`src/rtl/uart_image_loader.sv`:
```
// uart_image_loader: parses a sync/width/height header from UART bytes and writes
// one thresholded bit per following pixel byte into a {row, col} frame buffer.
module uart_image_loader #(
    parameter int         XW      = 6,
    parameter int         YW      = 6,
    parameter logic [7:0] SYNC    = 8'hA5,
    parameter logic [7:0] THRESH  = 8'd128,
    parameter int         TIMEOUT = 1_000_000
) (
    input  logic             clk,
    input  logic             rst,
    input  logic [7:0]       rx_data,
    input  logic             ready,
    output logic             wr_en,
    output logic [XW+YW-1:0] wr_addr,
    output logic             wr_data,
    output logic [XW:0]      width,
    output logic [YW:0]      height,
    output logic             busy,
    output logic             frame_done,
    output logic             err
);
    localparam int WW = XW + 1;
    localparam int HW = YW + 1;
    localparam int TW = $clog2(TIMEOUT + 1);
    localparam logic [TW-1:0] TMAX = TW'(TIMEOUT - 1);

    typedef enum logic [2:0] {IDLE, GET_W, GET_H, PIXELS, DONE} state_t;

    state_t        state;
    logic          ready_d;
    logic [TW-1:0] idle_cnt;
    logic [XW-1:0] col;
    logic [YW-1:0] row;
    logic          accept, last_col, last_row, w_bad, h_bad, timed_out;

    assign accept    = ready && !ready_d;
    assign last_col  = {1'b0, col} == width - 1'b1;
    assign last_row  = {1'b0, row} == height - 1'b1;
    assign w_bad     = rx_data == 8'd0 || int'(rx_data) > (1 << XW);
    assign h_bad     = rx_data == 8'd0 || int'(rx_data) > (1 << YW);
    assign timed_out = (state == GET_W || state == GET_H || state == PIXELS) && !accept && idle_cnt == TMAX;

    always_ff @(posedge clk or posedge rst) begin
        if (rst) begin
            state      <= IDLE;
            ready_d    <= 1'b0;
            idle_cnt   <= '0;
            col        <= '0;
            row        <= '0;
            wr_en      <= 1'b0;
            wr_addr    <= '0;
            wr_data    <= 1'b0;
            width      <= '0;
            height     <= '0;
            busy       <= 1'b0;
            frame_done <= 1'b0;
            err        <= 1'b0;
        end else begin
            ready_d    <= ready;
            wr_en      <= 1'b0;
            frame_done <= 1'b0;
            err        <= 1'b0;
            idle_cnt   <= (state == IDLE || accept) ? '0 : idle_cnt + 1'b1;
            if (timed_out) begin
                err   <= 1'b1;
                busy  <= 1'b0;
                state <= IDLE;
            end else begin
                case (state)
                    IDLE: if (accept && rx_data == SYNC) begin
                        busy  <= 1'b1;
                        state <= GET_W;
                    end
                    GET_W: if (accept) begin
                        err   <= w_bad;
                        busy  <= !w_bad;
                        state <= w_bad ? IDLE : GET_H;
                        if (!w_bad) width <= WW'(rx_data);
                    end
                    GET_H: if (accept) begin
                        err   <= h_bad;
                        busy  <= !h_bad;
                        state <= h_bad ? IDLE : PIXELS;
                        col   <= '0;
                        row   <= '0;
                        if (!h_bad) height <= HW'(rx_data);
                    end
                    PIXELS: if (accept) begin
                        wr_en   <= 1'b1;
                        wr_addr <= {row, col};
                        wr_data <= rx_data >= THRESH;
                        col     <= last_col ? '0 : col + 1'b1;
                        row     <= last_col ? row + 1'b1 : row;
                        if (last_col && last_row) state <= DONE;
                    end
                    DONE: begin
                        frame_done <= 1'b1;
                        busy       <= 1'b0;
                        state      <= IDLE;
                    end
                    default: state <= IDLE;
                endcase
            end
        end
    end
endmodule

```
`config.mk`:
```
export PLATFORM = sky130hd
export DESIGN_NAME = uart_image_loader
export DESIGN_NICKNAME = d
export VERILOG_FILES = /design/src/rtl/uart_image_loader.sv
export SDC_FILE = /design/constraint.sdc
export NUM_CORES = 1
export LEC_CHECK = 0
export BUFFER_PORTS_ARGS = -buffer_cell sky130_fd_sc_hd__buf_2
export CORE_MARGIN = 8
export CORE_UTILIZATION = 38
export DETAILED_ROUTE_END_ITERATION = 6
export GPL_ROUTABILITY_DRIVEN = 0
export MAX_ROUTING_LAYER = met4
export SETUP_SLACK_MARGIN = 0.3
export SYNTH_ARGS = -nofsm -noshare
export SYNTH_HDL_FRONTEND = slang
export SYNTH_SLANG_ARGS = --single-unit
```
`constraint.sdc`:
```
create_clock -name clk -period 3.1 [get_ports clk]
set_clock_uncertainty 0.2 [all_clocks]
set_input_delay 0.465 -clock clk [delete_from_list [all_inputs] [get_ports clk]]
set_output_delay 0.465 -clock clk [all_outputs]
set_load 0.1 [all_outputs]
```
==> impl_metrics.json, run 1 <==
{
  "detail-route-antenna-nets": 0,
  "grt.total_usage_pct": 13.32,
  "hold_violations": 24,
  "grt_pass1_vias": 2712,
  "cts_buffer_depth": 2,
  "setup_slack_ns": 0.5050,
  "layout-drive-gt1-share_pct": 26.53,
  "max_slew_margin_pct": 51.81,
  "synth_area_leaders": "dfrtp_1, mux2_2, xor2_1, nor2_1, nand2_1",
  "cts_made_buffers": 9,
  "grt_antenna_before_repair": 0,
  "postSynthCellCount": 341,
  "clk_latency_ns": 0.34,
  "failed_checks": "negative hold slack",
  "final_common_cell": "dfrtp_1",
  "syn_avg_cell_area_um2": 10.10,
  "post_cts_buffers": 0,
  "area_delta_synth_final_pct": 16.86,
  "r2r_end": "row[0]",
  "row_count": 34,
  "dp.cells": 484,
  "fin_crit_sh_pct": 83.71,
  "wl_um": 7736,
  "reg2reg_depth": 8,
  "drc_errors": 0,
  "dp_hpwl_um": 5587,
  "setup-violations-final": 0,
  "die_width_um": 111.2,
  "layoutNonFillerInstCount": 500,
  "synthesis.area_mm2": 0.003443,
  "io_buffers": 41,
  "ios": 42,
  "clkTransAtPathRegs_ns": 0.08,
  "yosysTopAreaCell": "dfrtp_1",
  "vias": 2689,
  "drt-initial-drc-count": 169,
  "cellPowerDensity_mw_per_mm2": 419.5,
  "synth.distinct_cells": 54,
  "critical_path.endpoint": "row[0]",
  "ys.flop_type": "dfrtp_1",
  "synth_edf_count": 0,
  "critPathArrivalTime_ns": 2.62,
  "start_util_pct": 39.29,
  "hold_buffers": 0,
  "gr-usage-met2_pct": 21.41,
  "syn_nets": 357,
  "worst_slew_pin_slew_ns": 0.7173,
  "multi_input_area_mm2": 0.001690,
  "coreArea_mm2": 0.008763,
  "gr-usage-met1_pct": 15.99,
  "fin_util_pct": 45.92,
  "critPathLaunch": "width[0]",
  "cts_tree": "done",
  "crit_path_end_kind": "register",
  "required_ns": 3.12,
  "setup_tns_ns": 0,
  "grt_use_met3_pct": 3.626,
  "ys_warn_count": 0,
  "dieHeight_um": 111.2,
  "p_leak_nw": 1.849,
  "ff_latch_area_mm2": 0.001684,
  "crit_type": "register to register",
  "run_status": "complete, but fails checks",
  "wl_per_cell_um": 15.47,
  "cap_violations": 0,
  "rsz0062_at_grt": "false",
  "fill_cells": 863,
  "first_pass_iters": 4,
  "synth_sequential_area_ratio_pct": 48.69,
  "whs_ns": -0.02387,
  "async_flop_share_pct": 100.0,
  "htreeDepth": 3,
  "grt_overflow": 0,
  "final_cell_mix": "dfrtp_1, buf_2, nor2_1, nand2_1, mux2_2",
  "critPathMaxFanout": 11,
  "grt.busiest_layer": "met2",
  "cts_root_buffer": "clkbuf_8",
  "ff2ff_setup_slack_ns": 0.51,
  "period_minus_slack_ns": 2.595,
  "yosys_register_bits": 67,
  "viasPerCell": 5.378,
  "hold_class": "primary input to asynchronous set/reset pin",
  "grt_pass1_wl_um": 13400,
  "fmax_ghz": 0.3854,
  "nets": 403,
  "clock-sinks": 67,
  "rr_startpoint": "width[0]",
  "antenna-diode-count": 0,
  "synth.top_cell.area_share_pct": 48.69,
  "vdd_drop_max_v": 0.0002243,
  "dp_slack_ns": 0.3185,
  "cp-start-kind": "register",
  "slew_viol_final": 0,
  "grt_max_degree": 68,
  "die-area_mm2": 0.01236
}
-- state kept, by name (all words and copies together), names as in the netlist, 3 cells and up --
name / count
wr_addr: 12
height: 7
idle_cnt: 20
col: 6
width: 7
row: 6
state: 3
-- through the flow --
step,cell area (µm²),power (mW)
global placement,3809,0.9677
detailed placement,3809,0.9683
CTS,4015,1.710
floorplan,3463,0.9415
global route,4024,1.747
finish,4024,1.688
-- power by group --
part | internal (mW) | switching (mW)
Clock | 0.393 | 0.345
Sequential | 0.878 | 0.00425
Combinational | 0.0148 | 0.0529
-- worst max-delay path, stage by stage (launching register included) --
cell	delay, ns
dfrtp_2	0.44
inv_2	0.07
ha_4	0.18
o21bai_1	0.15
a2111oi_1	0.32
a31oi_1	0.10
a211o_2	0.42
a21oi_4	0.24
mux2_2	0.35
-- cells in the mapped netlist (3+ instances only) --
master	instances
a211oi_1	3
a21oi_1	6
a31oi_1	6
and3_1	6
clkbuf_1	10
dfrtp_1	67
ha_1	5
inv_1	13
mux2_2	23
nand2_1	26
nand3_1	19
nand3b_1	3
nand4_1	7
nor2_1	34
nor2b_1	6
nor3_1	11
nor3_2	3
o211ai_1	3
o21ai_0	14
or3_1	4
xnor2_1	11
xor2_1	22
-- cell type report --
cell class / count / share of cell area (%)
inverter: 13 / 1.213
clock buffer: 10 / 3.420
sequential: 67 / 41.85
multi-input combinational: 249 / 42.01
tap: 108 / 3.358
clock inverter: 6 / 1.617
timing repair buffer: 47 / 6.530
-- worst min-delay path by stage --
| stage | start | endpoint | slack [ns] |
|---|---|---|---|
| finish | rst | idle_cnt[8] | -0.02 |
| global placement | wr_addr[2] | wr_addr[2] | 0.28 |
| floorplan | idle_cnt[0] | idle_cnt[0] | 0.27 |
| global route | rst | wr_addr[11] | 0.02 |
| detailed placement | wr_addr[2] | wr_addr[2] | 0.29 |
| CTS | rst | idle_cnt[8] | 0.002 |
-- logic make-up (layout without fill, tap and decap cells) --
family	Yosys count	after routing	synth area share (%)
compound gates	48	48	9.157
xor+xnor	33	33	8.394
fa+ha+maj	5	5	1.817
buf+inv	25	76	2.943
flops	67	67	48.69
mux	25	25	8.103
simple gates	138	138	20.89
-- layer usage --
metal | part of all wire (%) | routed length [µm]
met5 | 0 | 0
met4 | 1.0 | 78
met3 | 4.1 | 314
met2 | 49 | 3822
met1 | 46 | 3521
-- repair_timing --
| item | CTS | global route |
|---|---|---|
| gates resized for setup | 1 | 3 |
| gates cloned | 0 | 0 |
| setup endpoints to repair | 2 | 5 |
(Power assumes the default switching activity.)
==> run 2, diff against run 1 <==
Clock period 3.1 ns to 2.6 ns, I/O delays scaled along.
==> run 2 against run 1 <==
The run now ends clean. First-iteration DRC count shrank 28%. Flip-flop and latch count is the same. Final cell count grew 5.2%. Hold slack better by 0.12 ns. Via count rose by 2.7%. Sequential share of layout area is 3.0 points lower. Design area is 8.0% higher. Power is 23% higher. Clock-buffer cell count unchanged. Largest cell class unchanged. Largest power group unchanged. Highest routed layer unchanged.
==> impl_metrics.json, run 2 (synthesis results as in run 1) <==
{
  "run_status": "completed",
  "dp_hpwl_um": 5859,
  "grt_pass1_vias": 2866,
  "p_total_mw": 2.082,
  "cap_violations": 0,
  "cellPowerDensity_mw_per_mm2": 478.9,
  "setup_slack_ns": 0.1813,
  "drc_errors": 0,
  "hold_class": "primary input to register",
  "cts_buffer_depth": 2,
  "htreeDepth": 3,
  "setup-violations-final": 0,
  "critPathArrivalTime_ns": 2.45,
  "coreArea_mm2": 0.008763,
  "critPathMaxFanout": 7,
  "wl_per_cell_um": 15.62,
  "first_pass_iters": 4,
  "die-area_mm2": 0.01236,
  "cts_root_buffer": "clkbuf_8",
  "clk_latency_ns": 0.35,
  "dieHeight_um": 111.2,
  "cp-start-kind": "register",
  "vdd_drop_max_v": 0.0002666,
  "hold_violations": 0,
  "clock-sinks": 67,
  "die_width_um": 111.2,
  "start_util_pct": 39.29,
  "reg2reg_depth": 8,
  "grt_antenna_before_repair": 0,
  "slew_viol_final": 0,
  "top_register": "idle_cnt",
  "ff2ff_setup_slack_ns": 0.18,
  "worst_slew_pin_slew_ns": 0.4941,
  "cts_made_buffers": 9,
  "clkTransAtPathRegs_ns": 0.07,
  "crit_type": "register to register",
  "required_ns": 2.64,
  "final_common_cell": "dfrtp_1",
  "nets": 429,
  "detail-route-antenna-nets": 0,
  "wl_um": 8218,
  "rr_startpoint": "width[0]",
  "ios": 42,
  "viasPerCell": 5.249,
  "fin_crit_sh_pct": 93.03,
  "grt_overflow": 0,
  "min_to": "height[1]",
  "grt_pass1_wl_um": 14090,
  "vias": 2761,
  "period_minus_slack_ns": 2.419,
  "largestRegisters": "idle_cnt x20, wr_addr x12",
  "r2r_end": "row[0]",
  "grt_max_degree": 41,
  "final_cell_mix": "dfrtp_1, buf_2, nor2_1, buf_4, nand2_1",
  "crit_path_end_kind": "register",
  "largest_reg_flops": 20,
  "layout-drive-gt1-share_pct": 34.69,
  "area_delta_synth_final_pct": 26.24,
  "rsz0062_at_grt": "true",
  "cts_tree": "done",
  "antenna-diode-count": 0,
  "drt-initial-drc-count": 122,
  "hold_path_depth": 3,
  "dp_slack_ns": 0.01828,
  "max_slew_margin_pct": 67.06,
  "setup_tns_ns": 0,
  "p_leak_nw": 1.983,
  "fmax_ghz": 0.4134,
  "io_buffers": 41,
  "grt.total_usage_pct": 14.21,
  "row_count": 34,
  "min-delay-start": "rx_data[1]"
}
==> run 2: critical path, cell delays in order, from the launching register on <==
cell and delay [ns]:
dfrtp_2 0.39, inv_2 0.06, ha_4 0.17, o21bai_4 0.18, a2111oi_4 0.32, a31oi_2 0.08
a211o_1 0.33, a21oi_2 0.24, mux2_2 0.35
==> run 2: per-layer routing <==
| metal | wire (µm) | global-route usage [%] | vias to the layer above |
|---|---|---|---|
| li1 | - | - | 1347 |
| met5 | 0 | - | - |
| met2 | 4075 | 22.88 | 53 |
| met1 | 3627 | 16.07 | 1350 |
| met4 | 119 | 4.711 | 0 |
| met3 | 395 | 5.032 | 11 |
==> run 2: cell type report <==
class,instances,area [µm²]
Fill cell,838,4417
Multi-Input combinational cell,249,1794
Sequential cell,67,1689
Timing Repair Buffer,73,461.7
Tap cell,108,135.1
Clock buffer,10,127.6
Clock inverter,6,90.09
Inverter,13,48.80
==> run 2: worst max-delay path by stage <==
stage / depth (start not counted) / startpoint / to
final: 8 / width[0] / row[0]
after global routing: 8 / width[1] / row[0]
after floorplan: 8 / width[0] / row[0]
after CTS: 8 / width[0] / row[0]
after global placement: 8 / width[0] / row[1]
after detailed placement: 8 / width[0] / row[0]
==> run 2: per-stage QoR <==
step / cells / cell area [µm²] / utilization, % / hold WS, ns
3_5_place_dp: 497 / 3920 / 44.73 / 0.2823
5_1_grt: 526 / 4347 / 49.60 / 0.09903
3_3_place_gp: 497 / 3920 / 44.73 / 0.2804
4_1_cts: 522 / 4274 / 48.77 / 0.07802
6_report: 526 / 4347 / 49.60 / 0.09335
2_1_floorplan: 341 / 3490 / - / 0.2214
==> run 2: power breakdown <==
group	leakage [nW]	switching (mW)	internal, mW	total, mW
Sequential	0.877	0.00476	1.05	1.05
Clock	0.106	0.405	0.541	0.946
Combinational	1.00	0.0638	0.0203	0.0841
==> run 2: what timing repair did <==
item	4_1_cts	5_1_grt
endpoints found under the setup margin	13	13
pin swaps	8	8
gates resized for setup	12	10
setup buffers	7	4
hold buffers	2	0
endpoints found under the hold margin	68	0
==> run 3, diff against run 2 <==
--- a/config.mk
+++ b/config.mk
@@ -9,3 +9,3 @@
 export CORE_MARGIN = 8
-export CORE_UTILIZATION = 38
+export CORE_UTILIZATION = 55
 export DETAILED_ROUTE_END_ITERATION = 6
@@ -13,2 +13,3 @@
 export MAX_ROUTING_LAYER = met4
+export PLACE_DENSITY = 0.76
 export SETUP_SLACK_MARGIN = 0.3
==> constraint.sdc (replaced) <==
create_clock -name clk -period 2.6 [get_ports clk]
set_clock_uncertainty 0.2 [all_clocks]
set_input_delay 0.13 -clock clk [delete_from_list [all_inputs] [get_ports clk]]
set_output_delay 0.13 -clock clk [all_outputs]
set_load 0.1 [all_outputs]
==> run 3 against run 2 <==
Worst setup slack got worse by 0.058 ns. Clock power decreased by 7.0%. Global-route usage is 5.3 points higher. Critical path depth is 1 lower. Via count grew 0.83%. Sequential power about the same. Combinational power grew 12%. Routed wire length down 3.8%. Core utilization increased by 19 points. Flip-flop and latch count did not move. First-iteration DRC count down 1.6%. Largest cell class unchanged. Largest power group unchanged.
==> impl_metrics.json, run 3 (synthesis results as in run 1) <==
{
  "run_status": "completed",
  "crit_path_end_kind": "register",
  "cts_tree": "done",
  "pwr-share-clk_pct": 43.4,
  "dieHeight_um": 95.13,
  "cts_made_buffers": 9,
  "slowest_delay_ns": 0.44,
  "start_util_pct": 55.50,
  "cts_buffer_depth": 2,
  "hold_violations": 0,
  "drc_errors": 0,
  "die_width_um": 95.13,
  "grt_pass1_vias": 2769,
  "p_int_mw": 1.563,
  "design_area_mm2": 0.004272,
  "combinationalPowerShare_pct": 4.7,
  "final_common_cell": "dfrtp_1",
  "whs_ns": 0.1856,
  "crit_slowest_cell": "dfrtp_2",
  "max_slew_margin_pct": 61.11,
  "dp_slack_ns": 0.07101,
  "setup_slack_ns": 0.1235,
  "p_sw_share_pct": 22.89,
  "htreeDepth": 3,
  "detail-route-antenna-nets": 0,
  "top_register": "idle_cnt",
  "grt_pass1_wl_um": 13280,
  "hold_class": "primary input to asynchronous set/reset pin",
  "vdd_drop_max_v": 0.0003940,
  "cellPowerDensity_mw_per_mm2": 474.5,
  "cp_cell_sequence": "buf_6 -> or3b_4 -> o22ai_2 -> a31oi_2 -> a211o_1 -> o311a_1 -> a221o_1",
  "critPathMaxFanout": 4,
  "wl_um": 7908,
  "clk_latency_ns": 0.35,
  "nets": 424,
  "drt-initial-drc-count": 120,
  "fill_cells": 456,
  "rsz0062_at_grt": "true",
  "required_ns": 2.63,
  "fmax_ghz": 0.4038,
  "cp_top_family": "compound AO/OA/AOI/OAI gates",
  "ff_latch_area_mm2": 0.001690,
  "crit_buf_inv": 1,
  "post_dp_cell_area_mm2": 0.003841,
  "setup_tns_ns": 0,
  "critPathArrivalTime_ns": 2.51,
  "vias": 2784,
  "period_minus_slack_ns": 2.477,
  "die-area_mm2": 0.009049,
  "layout-drive-gt1-share_pct": 31.07,
  "worst_slew_pin_slew_ns": 0.5824,
  "ios": 42,
  "grt_antenna_before_repair": 0,
  "p_leak_nw": 1.957,
  "first_pass_iters": 4,
  "crit_type": "register to register",
  "slew_viol_final": 0,
  "wl_per_cell_um": 16.17,
  "netSwitchingPower_mw": 0.4640,
  "dp_hpwl_um": 5416,
  "io_buffers": 41,
  "seq_power_share_pct": 51.9,
  "grt_overflow": 0,
  "setup-violations-final": 0,
  "cts_root_buffer": "clkbuf_8",
  "antenna-diode-count": 0,
  "largestRegisters": "idle_cnt x20, wr_addr x12",
  "row_count": 29,
  "coreArea_mm2": 0.006205,
  "multi_input_area_mm2": 0.001778,
  "p_total_mw": 2.027,
  "clkTransAtPathRegs_ns": 0.07,
  "clock-sinks": 67,
  "viasPerCell": 5.693,
  "final_cell_mix": "dfrtp_1, buf_2, nor2_1, nand2_1, xor2_1",
  "area_delta_synth_final_pct": 24.06,
  "cap_violations": 0,
  "largest_reg_flops": 20,
  "fin_crit_sh_pct": 95.25,
  "grt_max_degree": 42,
  "grt.total_usage_pct": 19.46,
  "cp-start-kind": "register"
}
[run 3: tightest hold or removal path, cell delays in order]
cell and delay (ns):
dlygate4sd3_1 0.53, buf_2 0.12, inv_2 0.42
[run 3: repair_timing]
| item | 4_1_cts | 5_1_grt |
|---|---|---|
| hold buffers | 10 | 0 |
| hold endpoints to repair | 42 | 0 |
| gates resized for setup | 1 | 17 |
| endpoints found under the setup margin | 12 | 26 |
| setup buffers | 3 | 2 |
| pin swaps | 1 | 5 |
[run 3: final timing paths]
path	slack (ns)	cells past startpoint	end	startpoint
max	0.12	7	row[5]	width[0]
min	0.19	3	wr_addr[10]	rst
max reg2reg	0.12	7	row[5]	width[0]
min reg2reg	0.30	2	wr_data	wr_data
max in group asynchronous	1.37	4	width[3]	rst
min in group clk	0.26	2	ready_d	ready
[run 3: area by class of cell]
cell class              instances  share of cell area, %
clock buffers                  11                  3.544
clock inverters                 4                  1.172
multi-input cells             249                  41.62
inverters                      13                  1.142
flip-flops and latches         67                  39.57
repair buffers                 68                  10.69
well taps                      77                  2.255
[run 3: metrics by stage]
step	util, %	instances
after global routing	68.84	489
after CTS	67.19	487
after floorplan	-	341
after global placement	61.91	459
final	68.84	489
after detailed placement	61.91	459
[run 3: metal layers]
layer	GRT usage [%]	vias up	wire, µm
met1	21.60	1352	3302
met5	-	-	0
li1	-	1345	-
met4	10.01	0	188
met3	4.646	18	379
met2	31.93	69	4037
[run 3: power by group through the flow]
stage	Sequential (mW)	Combinational [mW]	Clock, mW
finish	1.05	0.0945	0.880
global route	1.05	0.104	0.947
CTS	1.05	0.0937	0.907
detailed placement	1.07	0.0813	0
global placement	1.07	0.0802	0
floorplan	1.09	0.0293	0
